$ cat src/rtl/ftdi_pkg.sv
// Shared definitions for the FTDI FT245 synchronous-FIFO frame receiver.
// Holds the FSM encoding, the SOF bit position and a width helper.
package ftdi_pkg;

    // Encoding chosen so oe_n = state[0] and rd_n = state[1] come straight from the register
    typedef enum logic [2:0] {
        IDLE  = 3'b011,
        START = 3'b010,
        READ  = 3'b100
    } state_t;

    localparam int SOF_BIT = 7;

    // Width of a byte index able to count 0..bpp-1 (at least one bit)
    function automatic int idx_w(input int bpp);
        return (bpp > 1) ? $clog2(bpp) : 1;
    endfunction

endpackage

$ cat src/rtl/ftdi_rx_frame_packer.sv
// Packs BPP payload fields into one pixel word, first byte in the MSBs.
// A restart forces the incoming byte to be byte 0 of a new pixel.
module pixel_packer #(
    parameter int BPP    = 3,
    parameter int CHAN_W = 7,
    parameter int IDX_W  = 2
) (
    input  logic                  clk,
    input  logic                  rst,
    input  logic                  clear,
    input  logic                  push,
    input  logic                  restart,
    input  logic [CHAN_W-1:0]     din,
    output logic [IDX_W-1:0]      byte_idx,
    output logic [BPP*CHAN_W-1:0] word,
    output logic                  done
);

    localparam int WORD_W = BPP * CHAN_W;
    localparam logic [IDX_W-1:0] LAST_IDX = IDX_W'(BPP - 1);

    logic [WORD_W-1:0] shreg;
    logic [IDX_W-1:0]  cur_idx;

    // Older bytes fall off the top, so a restart needs no explicit flush
    always_comb begin
        cur_idx = restart ? '0 : byte_idx;
        word    = (shreg << CHAN_W) | WORD_W'(din);
        done    = push && (cur_idx == LAST_IDX);
    end

    // Shift register and byte position within the current pixel
    always_ff @(posedge clk) begin
        if (rst) begin
            shreg    <= '0;
            byte_idx <= '0;
        end else if (clear) begin
            shreg    <= '0;
            byte_idx <= '0;
        end else if (push) begin
            shreg    <= word;
            byte_idx <= done ? '0 : cur_idx + 1'b1;
        end
    end

endmodule

$ cat src/rtl/ftdi_rx_frame.sv
// FT245 synchronous-FIFO pixel receiver: reads bytes, packs pixels,
// writes one framebuffer word per pixel and stops on an exact frame.
module ftdi_rx_frame
    import ftdi_pkg::*;
#(
    parameter int BPP       = 3,
    parameter int CHAN_W    = 7,
    parameter int ADDR_W    = 14,
    parameter int FRAME_PIX = 16384,
    parameter int CNT_W     = 8
) (
    input  logic                  clk_60,
    input  logic                  rst,
    input  logic [7:0]            data_in,
    input  logic                  rxf_n,
    input  logic                  txe_n,
    output logic                  oe_n,
    output logic                  rd_n,
    output logic                  wr_n,
    output logic [BPP*CHAN_W-1:0] ram_wdata,
    output logic [ADDR_W-1:0]     ram_waddr,
    output logic                  ram_we,
    output logic                  full,
    input  logic                  swapped,
    output logic                  frame_done,
    output logic                  err_pulse,
    output logic [CNT_W-1:0]      frame_cnt,
    output logic [CNT_W-1:0]      err_cnt
);

    localparam int IDX_W = idx_w(BPP);
    localparam int WORD_W = BPP * CHAN_W;
    localparam logic [IDX_W-1:0]  LAST_IDX = IDX_W'(BPP - 1);
    localparam logic [ADDR_W-1:0] LAST_PIX = ADDR_W'(FRAME_PIX - 1);

    state_t state;
    state_t state_nxt;

    logic              synced;
    logic [ADDR_W-1:0] pix_cnt;
    logic [ADDR_W-1:0] eff_pix;
    logic [IDX_W-1:0]  byte_idx;
    logic [WORD_W-1:0] word;
    logic              word_done;
    logic              sof;
    logic              accept;
    logic              take;
    logic              restart;
    logic              abandon;
    logic              misaligned;
    logic              wr_pix;
    logic              last_write;
    logic              last_byte;
    logic              unused_ok;

    assign unused_ok = ^{txe_n, data_in};

    // Byte qualification, sync and frame-position decisions
    always_comb begin
        sof     = data_in[SOF_BIT];
        accept  = (state == READ) && !rxf_n;
        take    = accept && (synced || sof);
        restart = take && sof;
        eff_pix = restart ? '0 : pix_cnt;
        last_write = word_done && (eff_pix == LAST_PIX);
        // Completing the frame takes priority over a swap seen on the same edge
        abandon = swapped && !full && !last_write;
        wr_pix  = word_done && !abandon;
        misaligned = restart && !abandon && synced &&
                     ((byte_idx != '0) || (pix_cnt != '0));
        last_byte = accept && (byte_idx == LAST_IDX) &&
                    (pix_cnt == LAST_PIX) && synced;
    end

    pixel_packer #(
        .BPP    (BPP),
        .CHAN_W (CHAN_W),
        .IDX_W  (IDX_W)
    ) u_packer (
        .clk      (clk_60),
        .rst      (rst),
        .clear    (abandon),
        .push     (take),
        .restart  (restart),
        .din      (data_in[CHAN_W-1:0]),
        .byte_idx (byte_idx),
        .word     (word),
        .done     (word_done)
    );

    // FSM state register
    always_ff @(posedge clk_60) begin
        if (rst) state <= IDLE;
        else     state <= state_nxt;
    end

    // FSM next-state: no new read burst starts while a frame waits for swap
    always_comb begin
        state_nxt = state;
        unique case (state)
            IDLE:  if (!rxf_n && !full) state_nxt = START;
            START: state_nxt = !rxf_n ? READ : IDLE;
            READ:  if (rxf_n || last_byte) state_nxt = IDLE;
            default: state_nxt = IDLE;
        endcase
    end

    // FSM outputs decoded directly from the state bits
    always_comb begin
        oe_n = state[0];
        rd_n = state[1];
        wr_n = 1'b1;
    end

    // Pixel write, frame position, status and statistics
    always_ff @(posedge clk_60) begin
        if (rst) begin
            ram_we     <= 1'b0;
            ram_waddr  <= '0;
            ram_wdata  <= '0;
            full       <= 1'b0;
            frame_done <= 1'b0;
            err_pulse  <= 1'b0;
            frame_cnt  <= '0;
            err_cnt    <= '0;
            pix_cnt    <= '0;
            synced     <= 1'b0;
        end else begin
            ram_we     <= wr_pix;
            frame_done <= last_write;
            err_pulse  <= misaligned;
            if (wr_pix) begin
                ram_waddr <= eff_pix;
                ram_wdata <= word;
            end
            if (restart && !abandon)
                synced <= 1'b1;
            if (abandon)
                pix_cnt <= '0;
            else if (wr_pix)
                pix_cnt <= last_write ? '0 : eff_pix + 1'b1;
            else if (restart)
                pix_cnt <= '0;
            if (last_write)
                full <= 1'b1;
            else if (swapped)
                full <= 1'b0;
            if (last_write)
                frame_cnt <= frame_cnt + 1'b1;
            if (misaligned && (err_cnt != '1))
                err_cnt <= err_cnt + 1'b1;
        end
    end

endmodule

$ cat config.mk
export PLATFORM = sky130hd
export DESIGN_NAME = ftdi_rx_frame
export DESIGN_NICKNAME = d
export VERILOG_FILES = /design/src/rtl/ftdi_pkg.sv /design/src/rtl/ftdi_rx_frame_packer.sv /design/src/rtl/ftdi_rx_frame.sv
export SDC_FILE = /design/constraint.sdc
export NUM_CORES = 1
export LEC_CHECK = 0
export ABC_AREA = 1
export BUFFER_PORTS_ARGS = -buffer_cell sky130_fd_sc_hd__buf_4
export CAP_MARGIN = 5
export CORE_ASPECT_RATIO = 2
export CORE_MARGIN = 5
export CORE_UTILIZATION = 51
export DETAILED_ROUTE_END_ITERATION = 7
export HOLD_SLACK_MARGIN = 0.1
export PLACE_DENSITY_LB_ADDON = 0.15
export SKIP_LAST_GASP = 1
export SYNTH_ARGS = -nofsm -noshare
export SYNTH_HDL_FRONTEND = slang
export SYNTH_HIERARCHICAL = 1
export SYNTH_SLANG_ARGS = --single-unit
$ cat constraint.sdc
create_clock -name clk_60 -period 3.7 [get_ports clk_60]
set_clock_uncertainty 0.15 [all_clocks]
set_input_delay 0 -clock clk_60 [delete_from_list [all_inputs] [get_ports clk_60]]
set_output_delay 0 -clock clk_60 [all_outputs]
set_load 0.1 [all_outputs]
== Yosys cells after proc, flatten, opt, wreduce, memory -nomap -nowiden ==
Cells that the tools add are included.

* Add/subtract/negate cells: 4
* Equality and inequality tests: 10
* Muxes and demuxes: 11
* Bitwise gates (word level): 1
* Reductions and logical operators: 28

{| class="wikitable"
|+ Operator list
! cell !! count
|-
| $mux 14 || 3
|-
| $eq 14x14->1 const B || 2
|-
| $or 21x7->21 || 1
|-
| $add 8x1->8 const B || 2
|-
| $logic_and 1x1->1 || 16
|-
| $add 14x1->14 const B || 1
|-
| $reduce_bool 14->1 || 1
|-
| $mux 3 || 3
|-
| $pmux 3 s3 || 1
|-
| $ne 8x8->1 const B || 1
|-
| $eq 3x2->1 const B || 2
|-
| $eq 2x2->1 const B || 2
|-
| $logic_not 1->1 || 4
|-
| $mux 2 || 2
|-
| $reduce_bool 2->1 || 2
|-
| $eq 3x3->1 const B || 1
|-
| $logic_or 1x1->1 || 3
|-
| $add 2x1->2 const B || 1
|-
| $mux 1 || 2
|-
| $ne 2x1->1 const B || 1
|-
| $ne 2x2->1 const B || 1
|-
| $reduce_and 2->1 || 1
|-
| $reduce_or 2->1 || 1
|}

* Bits in registers: 89
* Input port bits: 13
* Output and inout port bits: 58

== Logic depth before layout (Yosys ltp) ==
Gate-level depths: netlist (run 1).

* Word-level depth: 15
* Gate-level depth with buffers: 20

== By module ==
Netlist (run 1), hierarchy kept.

{| class="wikitable"
|+ Modules (own cells, without submodules)
! module !! times used !! cells an instance !! area an instance (um2) !! sequential area each (um2)
|-
| ftdi_rx_frame || 1 || 503 || 3,474.6 || 1,461.4
|-
| pixel_packer || 1 || 83 || 700.7 || 320.3
|}

== Worst setup path before layout (run 1) ==
Ideal clock, no wire load.

* Path kind: reg-to-reg
* From: register state[0]
* To: register u_packer.shreg[0]
* Setup time: 0.066 ns
* Arrival time: 4.111 ns
* Setup slack: -0.627 ns
* Stages on the path, launching flop included: 18
* Path through: dfxtp_1 -> nor2_1 -> nand3_2 -> buf_6 -> clkbuf_1 -> inv_1 -> nor4_1 -> nand2_1 -> clkinv_1 -> nand3_2 -> nor2_2 -> nand3_4 -> nand2_8 -> inv_2 -> or2_1 -> buf_6 -> buf_12 -> a21oi_2

* Cells in the longest elaborated chain, start to end: 11

{| class="wikitable"
|+ Ends and longest elaborated chain
! item !! RTL line !! RTL
|-
| start, declared || ftdi_rx_frame.sv:36 || <nowiki>state_t state;</nowiki>
|-
| start signal, assigned || ftdi_rx_frame.sv:94 || <nowiki>else state <= state_nxt;</nowiki>
|-
| $eq 3x3->1 || ftdi_rx_frame.sv:61 || <nowiki>accept = (state == READ) && !rxf_n;</nowiki>
|-
| $logic_and 1x1->1 || ftdi_rx_frame.sv:61 ||
|-
| $logic_and 1x1->1 || ftdi_rx_frame.sv:62 || <nowiki>take = accept && (synced || sof);</nowiki>
|-
| $logic_and 1x1->1 || ftdi_rx_frame.sv:63 || <nowiki>restart = take && sof;</nowiki>
|-
| net restart || ftdi_rx_frame.sv:48 || <nowiki>logic restart;</nowiki>
|-
| $mux 2 || ftdi_rx_frame_packer.sv:27 || <nowiki>cur_idx = restart ? '0 : byte_idx;</nowiki>
|-
| $eq 2x2->1 || ftdi_rx_frame_packer.sv:29 || <nowiki>done = push && (cur_idx == LAST_IDX);</nowiki>
|-
| $logic_and 1x1->1 || ftdi_rx_frame_packer.sv:29 ||
|-
| net word_done || ftdi_rx_frame.sv:44 || <nowiki>logic word_done;</nowiki>
|-
| $logic_and 1x1->1 || ftdi_rx_frame.sv:65 || <nowiki>last_write = word_done && (eff_pix == LAST_PIX);</nowiki>
|-
| $logic_not 1->1 || ftdi_rx_frame.sv:67 || <nowiki>abandon = swapped && !full && !last_write;</nowiki>
|-
| $logic_and 1x1->1 || ftdi_rx_frame.sv:67 ||
|-
| net abandon || ftdi_rx_frame.sv:49 || <nowiki>logic abandon;</nowiki>
|-
| $reduce_or 2->1 (no line) || n/a ||
|-
| end signal, assigned || ftdi_rx_frame_packer.sv:41 || <nowiki>shreg <= word;</nowiki>
|-
| end, declared || ftdi_rx_frame_packer.sv:22 || <nowiki>logic [WORD_W-1:0] shreg;</nowiki>
|}

The timed path passes the listed nets, and every way through them passes these cells.
A chain may end at the register's enable or synchronous reset.

== Worst setup path after layout (run 1) ==
* From: register state[0]
* To: register u_packer.byte_idx[0]

{| class="wikitable"
|+ RTL lines
! item !! RTL line !! RTL
|-
| $eq 3x3->1 || ftdi_rx_frame.sv:61 ||
|-
| $logic_and 1x1->1 || ftdi_rx_frame.sv:61 ||
|-
| $logic_and 1x1->1 || ftdi_rx_frame.sv:62 ||
|-
| $logic_and 1x1->1 || ftdi_rx_frame.sv:63 ||
|-
| $mux 14 || n/a ||
|-
| net eff_pix[0] || ftdi_rx_frame.sv:41 || <nowiki>logic [ADDR_W-1:0] eff_pix;</nowiki>
|-
| $eq 14x14->1 || ftdi_rx_frame.sv:65 ||
|-
| $logic_and 1x1->1 || ftdi_rx_frame.sv:65 ||
|-
| $logic_not 1->1 || ftdi_rx_frame.sv:67 ||
|-
| $logic_and 1x1->1 || ftdi_rx_frame.sv:67 ||
|-
| net abandon || ftdi_rx_frame.sv:49 ||
|-
| $reduce_or 2->1 (no line) || n/a ||
|-
| end signal, assigned || ftdi_rx_frame_packer.sv:42 || <nowiki>byte_idx <= done ? '0 : cur_idx + 1'b1;</nowiki>
|-
| end, declared || ftdi_rx_frame_packer.sv:14 || <nowiki>output logic [IDX_W-1:0] byte_idx,</nowiki>
|}

The timed path passes the listed nets, and every way through them passes these cells.

==> results of run 1 <==
-- timing repair --
| action | 4_1_cts | 5_1_grt |
|---|---|---|
| endpoints found under the hold margin | 42 | 0 |
| hold buffers | 11 | 0 |
| setup buffers | 0 | 0 |
-- report_power, final --
part	switching [mW]	internal, mW
registers	0.00191	0.960
clock network	0.386	0.495
logic	0.0538	0.0265
total	0.442	1.48
-- final timing paths --
| check | startpoint | end | slack, ns | cells past startpoint |
|---|---|---|---|---|
| hold reg to reg | u_packer/shreg[13]$_SDFFE_PP0P_ | u_packer/shreg[13]$_SDFFE_PP0P_ | 0.31 | 2 |
| hold / removal | data_in[7] | u_packer/shreg[13]$_SDFFE_PP0P_ | 0.15 | 6 |
| setup reg to reg | state[0]$_SDFFE_PP1P_ | u_packer/byte_idx[0]$_SDFFE_PP0P_ | 0.58 | 14 |
| setup / recovery | state[0]$_SDFFE_PP1P_ | u_packer/byte_idx[0]$_SDFFE_PP0P_ | 0.58 | 14 |
-- per-layer routing --
layer	GRT usage	routed length (um)	vias to the layer above
met5	0	0	-
met4	0.1089	280	0
met3	0.03483	409	21
met2	0.3953	6027	73
met1	0.2244	3866	1767
li1	-	-	2003
-- state kept, by name (all words and copies together) (netlist names) --
signal and cells:
frame_cnt 8, u_packer/byte_idx 2, pix_cnt 14, frame_done 1, err_pulse 1, ram_we 1, ram_waddr 14, state 3
synced 1, ram_wdata 21, err_cnt 8, u_packer/shreg 14, full 1
-- per-stage QoR --
step	setup WS (ns)	hold slack (ns)
after floorplan	0.05320	-0.07069
after global placement	0.6218	0.1155
after detailed placement	0.5952	0.1189
after CTS	0.5563	0.1501
after global routing	0.3501	0.1837
final	0.5845	0.1538
-- worst max-delay path, delay by kind of cell, from the launching register on --
family	cells	cell delay, ns
and+or+nand+nor	10	1.89
DFF	1	0.34
adders and majority gates	1	0.26
buffers and inverters	2	0.20
AOI/OAI and AO/OA	1	0.11
-- cells in the mapped netlist (2+ instances only) --
| library cell | n |
|---|---|
| sky130_fd_sc_hd__o21ai_1 | 13 |
| sky130_fd_sc_hd__nor2_1 | 106 |
| sky130_fd_sc_hd__buf_6 | 5 |
| sky130_fd_sc_hd__nor3_1 | 6 |
| sky130_fd_sc_hd__buf_4 | 11 |
| sky130_fd_sc_hd__a21oi_1 | 38 |
| sky130_fd_sc_hd__ha_1 | 3 |
| sky130_fd_sc_hd__inv_2 | 3 |
| sky130_fd_sc_hd__nand3_1 | 33 |
| sky130_fd_sc_hd__nor2_2 | 3 |
| sky130_fd_sc_hd__nand3_2 | 4 |
| sky130_fd_sc_hd__buf_2 | 5 |
| sky130_fd_sc_hd__nand2_8 | 2 |
| sky130_fd_sc_hd__nor4_1 | 3 |
| sky130_fd_sc_hd__xor2_1 | 3 |
| sky130_fd_sc_hd__clkbuf_1 | 8 |
| sky130_fd_sc_hd__dfxtp_1 | 89 |
| sky130_fd_sc_hd__inv_1 | 60 |
| sky130_fd_sc_hd__o21ai_0 | 30 |
| sky130_fd_sc_hd__nand2_1 | 119 |
| sky130_fd_sc_hd__a21oi_2 | 10 |
| sky130_fd_sc_hd__nand4_1 | 18 |
-- area by class of cell --
cell class	count	area share
Timing Repair Buffer	84	0.1310
Multi-Input combinational cell	401	0.3810
Inverter	65	0.05105
Clock inverter	5	0.007719
Tap cell	96	0.02390
Clock buffer	11	0.05030
Sequential cell	89	0.3551
-- cells by family (layout without fill, tap and decap cells) --
kind of cell    Yosys count  after routing  share of synthesized area
buf+inv                  96            165                     0.1163
other cells               1              1                  0.0008981
fa+ha+maj                 3              3                   0.008991
simple gates            298            298                     0.3135
compound gates           95             95                     0.1253
flops                    89             89                     0.4267
xor+xnor                  4              4                   0.008392
==> reports/qor.yml, run 1 <==
synth_cells: 586
maximum_fanout_along_the_worst_path: 18
place_congestion: 0.9445
post-route-min-period_ns: 3.115
run_status: "completed"
setup.worst_path.class: "reg2reg"
arrival_time_worst_endpoint_ns: 3.16
startpoint_type: "flop"
yosys-top-cells-area: "sky130_fd_sc_hd__dfxtp_1, sky130_fd_sc_hd__nand2_1, sky130_fd_sc_hd__nor2_1, sky130_fd_sc_hd__inv_1, sky130_fd_sc_hd__a21oi_1"
tritoncts_clock_tree: "yes"
die-width_um: 73.98
core_region_area_um2: 7943
io_pins: 71
timing_worst_slew_pin_value_ns: 0.8787
worst_slew_margin_rel: 0.4136
synth_top_area_cell: "sky130_fd_sc_hd__dfxtp_1"
syn_nets: 602
critPathCaptureType: "flop"
max-clock-path-buffers: 2
grt_antenna_before_repair: 0
synthesis.area_um2: 4175
final_cell_area_um2: 5025
setup_repair_after_global_routing_missed_its_margin: "false"
seq_area_um2: 1784
route.antenna.remaining_nets: 0
share_of_layout_cells_above_drive_strength_1: 0.1771
drv_cap: 0
post_drt_via_cell_ratio: 5.145
remaining_drc_errors: 0
route.vias.total: 3864
die_h_um: 138.0
place.detailed.hpwl_um: 7535
clock_tree.root_cell: "sky130_fd_sc_hd__clkbuf_16"
grt_first_pass_wirelength_um: 16790
rows: 46
cts_max_level: 3
crit_required_ns: 3.74
io_buffer_count: 68
max-vdd-ir-drop_v: 0.0002813
final_min_period_over_clock_period: 0.8420
ys_types: 36
cts-buffers-inserted: 9
achievable-frequency_mhz: 321.0
power_density_over_cell_area_nw_per_um2: 382.9
grt_util_all_layers: 0.2140
largest_net_degree_at_the_start_of_global_routing: 63
critical_path.max_stage_delay_ns: 0.60
initial_core_util: 0.5257
synth-warning-count: 6
synth_top_flop_cell: "sky130_fd_sc_hd__dfxtp_1"
worstSkewPairLatency_ns: 0.34
synth-seq-cells: 89
num-fill-cells: 744
detail_route.wirelength_um: 10580
clkSinkCount: 89
layout.cells.most_common: "sky130_fd_sc_hd__nand2_1"
final_count_of_hold_timing_violations: 0
final_net_count: 666
detail_route.wl_per_cell_um: 14.09
final_core_utilization: 0.6326
cts_resized: 0
area_growth_pct: 20.35
drt_iter0_drc: 251
power_mw: 1.924
timing.final.max_slew_violations: 0
cts.clk_slew.worst_paths_ns: 0.06
first_global_vias: 3592
critical_path.slowest_cell: "sky130_fd_sc_hd__or2_1"
grt.overflow.total: 0
crit_chain: "nor2_1, nand3_2, nand2_1, inv_1, ha_1, nand2_1, nor2_1, nand3_2, nor2_2, nand3_4, nand2_8, inv_2, or2_1, a21oi_1"
antenna_cells: 0
synth_top_area_frac: 0.4267
hold_removal_path_class: "in2reg"
layout.cells.non_filler: 751
post_synth.cell_area_avg_um2: 7.125
synth-edff-count: 0
fin_tns_setup_ns: 0
mostFrequentLayoutCells: "sky130_fd_sc_hd__nand2_1, sky130_fd_sc_hd__nor2_1, sky130_fd_sc_hd__dfxtp_1, sky130_fd_sc_hd__buf_4, sky130_fd_sc_hd__inv_1"
setup_viol_count_final: 0
multiInputGateArea_um2: 1914
drt_pre_antenna_iters: 4
asyncSetResetFlopFracSynth: 0
synth_seq_area_share: 0.4267
placed_area_um2: 4623
power.leakage_nw: 2.134
place_inst: 724
die-area_um2: 10210
Note: power is estimated with default switching activity, not from simulation.
==> inputs of run 2 (changes only) <==
Clock period 3.7 ns to 2.7 ns, I/O delays scaled along.
==> run 2 against run 1 <==
  * Maximum frequency rose by 24%
  * Highest routed layer unchanged
  * Largest cell class unchanged
  * Sequential power rose by 37%
  * Hold slack improved by 0.16 ns
  * Critical path depth rose by 2
  * Sequential cell count did not move
  * Count of clock-buffer cells in the layout rose by 2
==> reports/qor.yml, run 2 (same netlist as run 1, synthesis figures left out) <==
final_cell_area_um2: 5370
crit_chain: "inv_1, nor2_2, nand3_2, buf_4, inv_4, nor4_4, nand2_1, clkinv_2, nand3_2, nor2_4, nand3_4, buf_4, a21oi_4, nand4_1, nand2_1, nor2_1"
final_count_of_hold_timing_violations: 0
rows: 46
power.leakage_nw: 2.283
largest_register_ffs: 21
core_region_area_um2: 7943
die_h_um: 138.0
grt_antenna_before_repair: 0
whs_ns: 0.3097
achievable-frequency_mhz: 397.4
hold_path_depth: 4
hold-path-endpoint: "ram_wdata[2]$_SDFFE_PP0P_"
registers.top_by_ff_count: "ram_wdata"
grt_util_all_layers: 0.2218
tritoncts_clock_tree: "yes"
place.detailed.hpwl_um: 7822
max-clock-path-buffers: 2
worst-path-buf-inv: 5
critical_path.max_stage_delay_ns: 0.30
setup.worst_path.class: "reg2reg"
path_delay_family: "simple AND/OR/NAND/NOR gates"
route.antenna.remaining_nets: 0
area_growth_pct: 28.62
post_drt_via_cell_ratio: 5.296
placed_area_um2: 4751
setup_slack_of_the_worst_register_to_register_path_ns: 0.18
mostFrequentLayoutCells: "sky130_fd_sc_hd__nand2_1, sky130_fd_sc_hd__nor2_1, sky130_fd_sc_hd__dfxtp_1, sky130_fd_sc_hd__buf_4, sky130_fd_sc_hd__inv_1"
maximum_fanout_along_the_worst_path: 9
layout.cells.most_common: "sky130_fd_sc_hd__nand2_1"
timing.final.max_slew_violations: 0
detail_route.wirelength_um: 11320
arrival_time_worst_endpoint_ns: 2.59
rr_worst_depth: 16
io_buffer_count: 68
first_global_vias: 3969
drt_pre_antenna_iters: 5
critical_path.slowest_cell: "sky130_fd_sc_hd__dfxtp_1"
power_density_over_cell_area_nw_per_um2: 524.0
antenna_cells: 0
grt.overflow.total: 0
regToRegEndpoint: "err_cnt[4]$_SDFFE_PP0P_"
initial_core_util: 0.5257
cts.clk_slew.worst_paths_ns: 0.06
max-vdd-ir-drop_v: 0.0003632
share_of_layout_cells_above_drive_strength_1: 0.2196
die-width_um: 73.98
min_from: "data_in[2]"
drt_iter0_drc: 271
grt_first_pass_wirelength_um: 17620
final_min_period_over_clock_period: 0.9319
worstSkewPairLatency_ns: 0.34
post-route-min-period_ns: 2.516
route.vias.total: 4078
setup_viol_count_final: 0
remaining_drc_errors: 0
detail_route.wl_per_cell_um: 14.69
clock_tree.root_cell: "sky130_fd_sc_hd__clkbuf_16"
largest_net_degree_at_the_start_of_global_routing: 63
final_net_count: 686
run_status: "completed"
clkSinkCount: 89
critPathCaptureType: "flop"
cts_max_level: 3
place_congestion: 0.9923
worst_slew_margin_rel: 0.5067
crit_required_ns: 2.77
r2r_start: "state[2]$_SDFFE_PP0P_"
startpoint_type: "flop"
drv_cap: 0
die-area_um2: 10210
io_pins: 71
timing_worst_slew_pin_value_ns: 0.7372
cts-buffers-inserted: 9
hold_removal_path_class: "in2reg"
==> run 2: worst max path at each step <==
stage,startpoint,endpoint,slack [ns],cells after the start
CTS,rxf_n,pix_cnt[2]$_SDFF_PP0_,0.002,18
floorplan,state[1]$_SDFFE_PP1P_,u_packer/shreg[0]$_SDFFE_PP0P_,-0.14,17
finish,state[2]$_SDFFE_PP0P_,err_cnt[4]$_SDFFE_PP0P_,0.18,16
global route,state[2]$_SDFFE_PP0P_,u_packer/byte_idx[0]$_SDFFE_PP0P_,-0.007,17
detailed placement,state[2]$_SDFFE_PP0P_,err_cnt[4]$_SDFFE_PP0P_,0.03,17
global placement,state[2]$_SDFFE_PP0P_,pix_cnt[2]$_SDFF_PP0_,0.08,17
==> run 2: routing by layer <==
layer,vias up,part of all wire,global-route usage
li1,2046,-,-
met1,1883,0.36,0.2265
met2,113,0.55,0.4042
met3,36,0.042,0.03919
met4,0,0.044,0.1331
met5,-,0,0
==> run 2: where the power goes <==
group / switching, mW / internal, mW / total, mW
sequential: 0.00384 / 1.32 / 1.32
combinational: 0.0813 / 0.0483 / 0.130
clock: 0.483 / 0.881 / 1.36
total: 0.568 / 2.25 / 2.81
==> run 2: through the flow <==
step	worst slack, ns	TNS (ns)	utilization	total power [mW]	std cells
floorplan	-0.1397	-2.153	-	1.429	586
global placement	0.07766	0	0.5981	1.448	733
detailed placement	0.02727	0	0.5981	1.451	733
CTS	0.001621	0	0.6591	2.841	763
global route	-0.007034	-0.02616	0.6761	2.897	770
finish	0.1838	0	0.6761	2.814	770
==> run 2: layout make-up <==
class,count,area [um^2]
clock buffers,13,270.3
clock inverters,2,60.06
fillers,677,2572
inverters,65,281.5
multi-input cells,404,2038
flip-flops and latches,89,1789
well taps,96,120.1
repair buffers,100,799.5
repair inverters,1,11.26
==> run 2: worst min-delay path, stage by stage <==
cell and delay [ns]:
sky130_fd_sc_hd__dlygate4sd3_1 0.53, sky130_fd_sc_hd__buf_4 0.11, sky130_fd_sc_hd__o21ai_1 0.06, sky130_fd_sc_hd__nor2_1 0.07
==> run 2: what timing repair did <==
item,in CTS,in global routing
pin swaps,0,5
buffers inserted,0,3
endpoints found under the hold margin,55,0
resized for setup,1,16
hold buffers,15,0
endpoints found under the setup margin,1,75
gates cloned,0,4
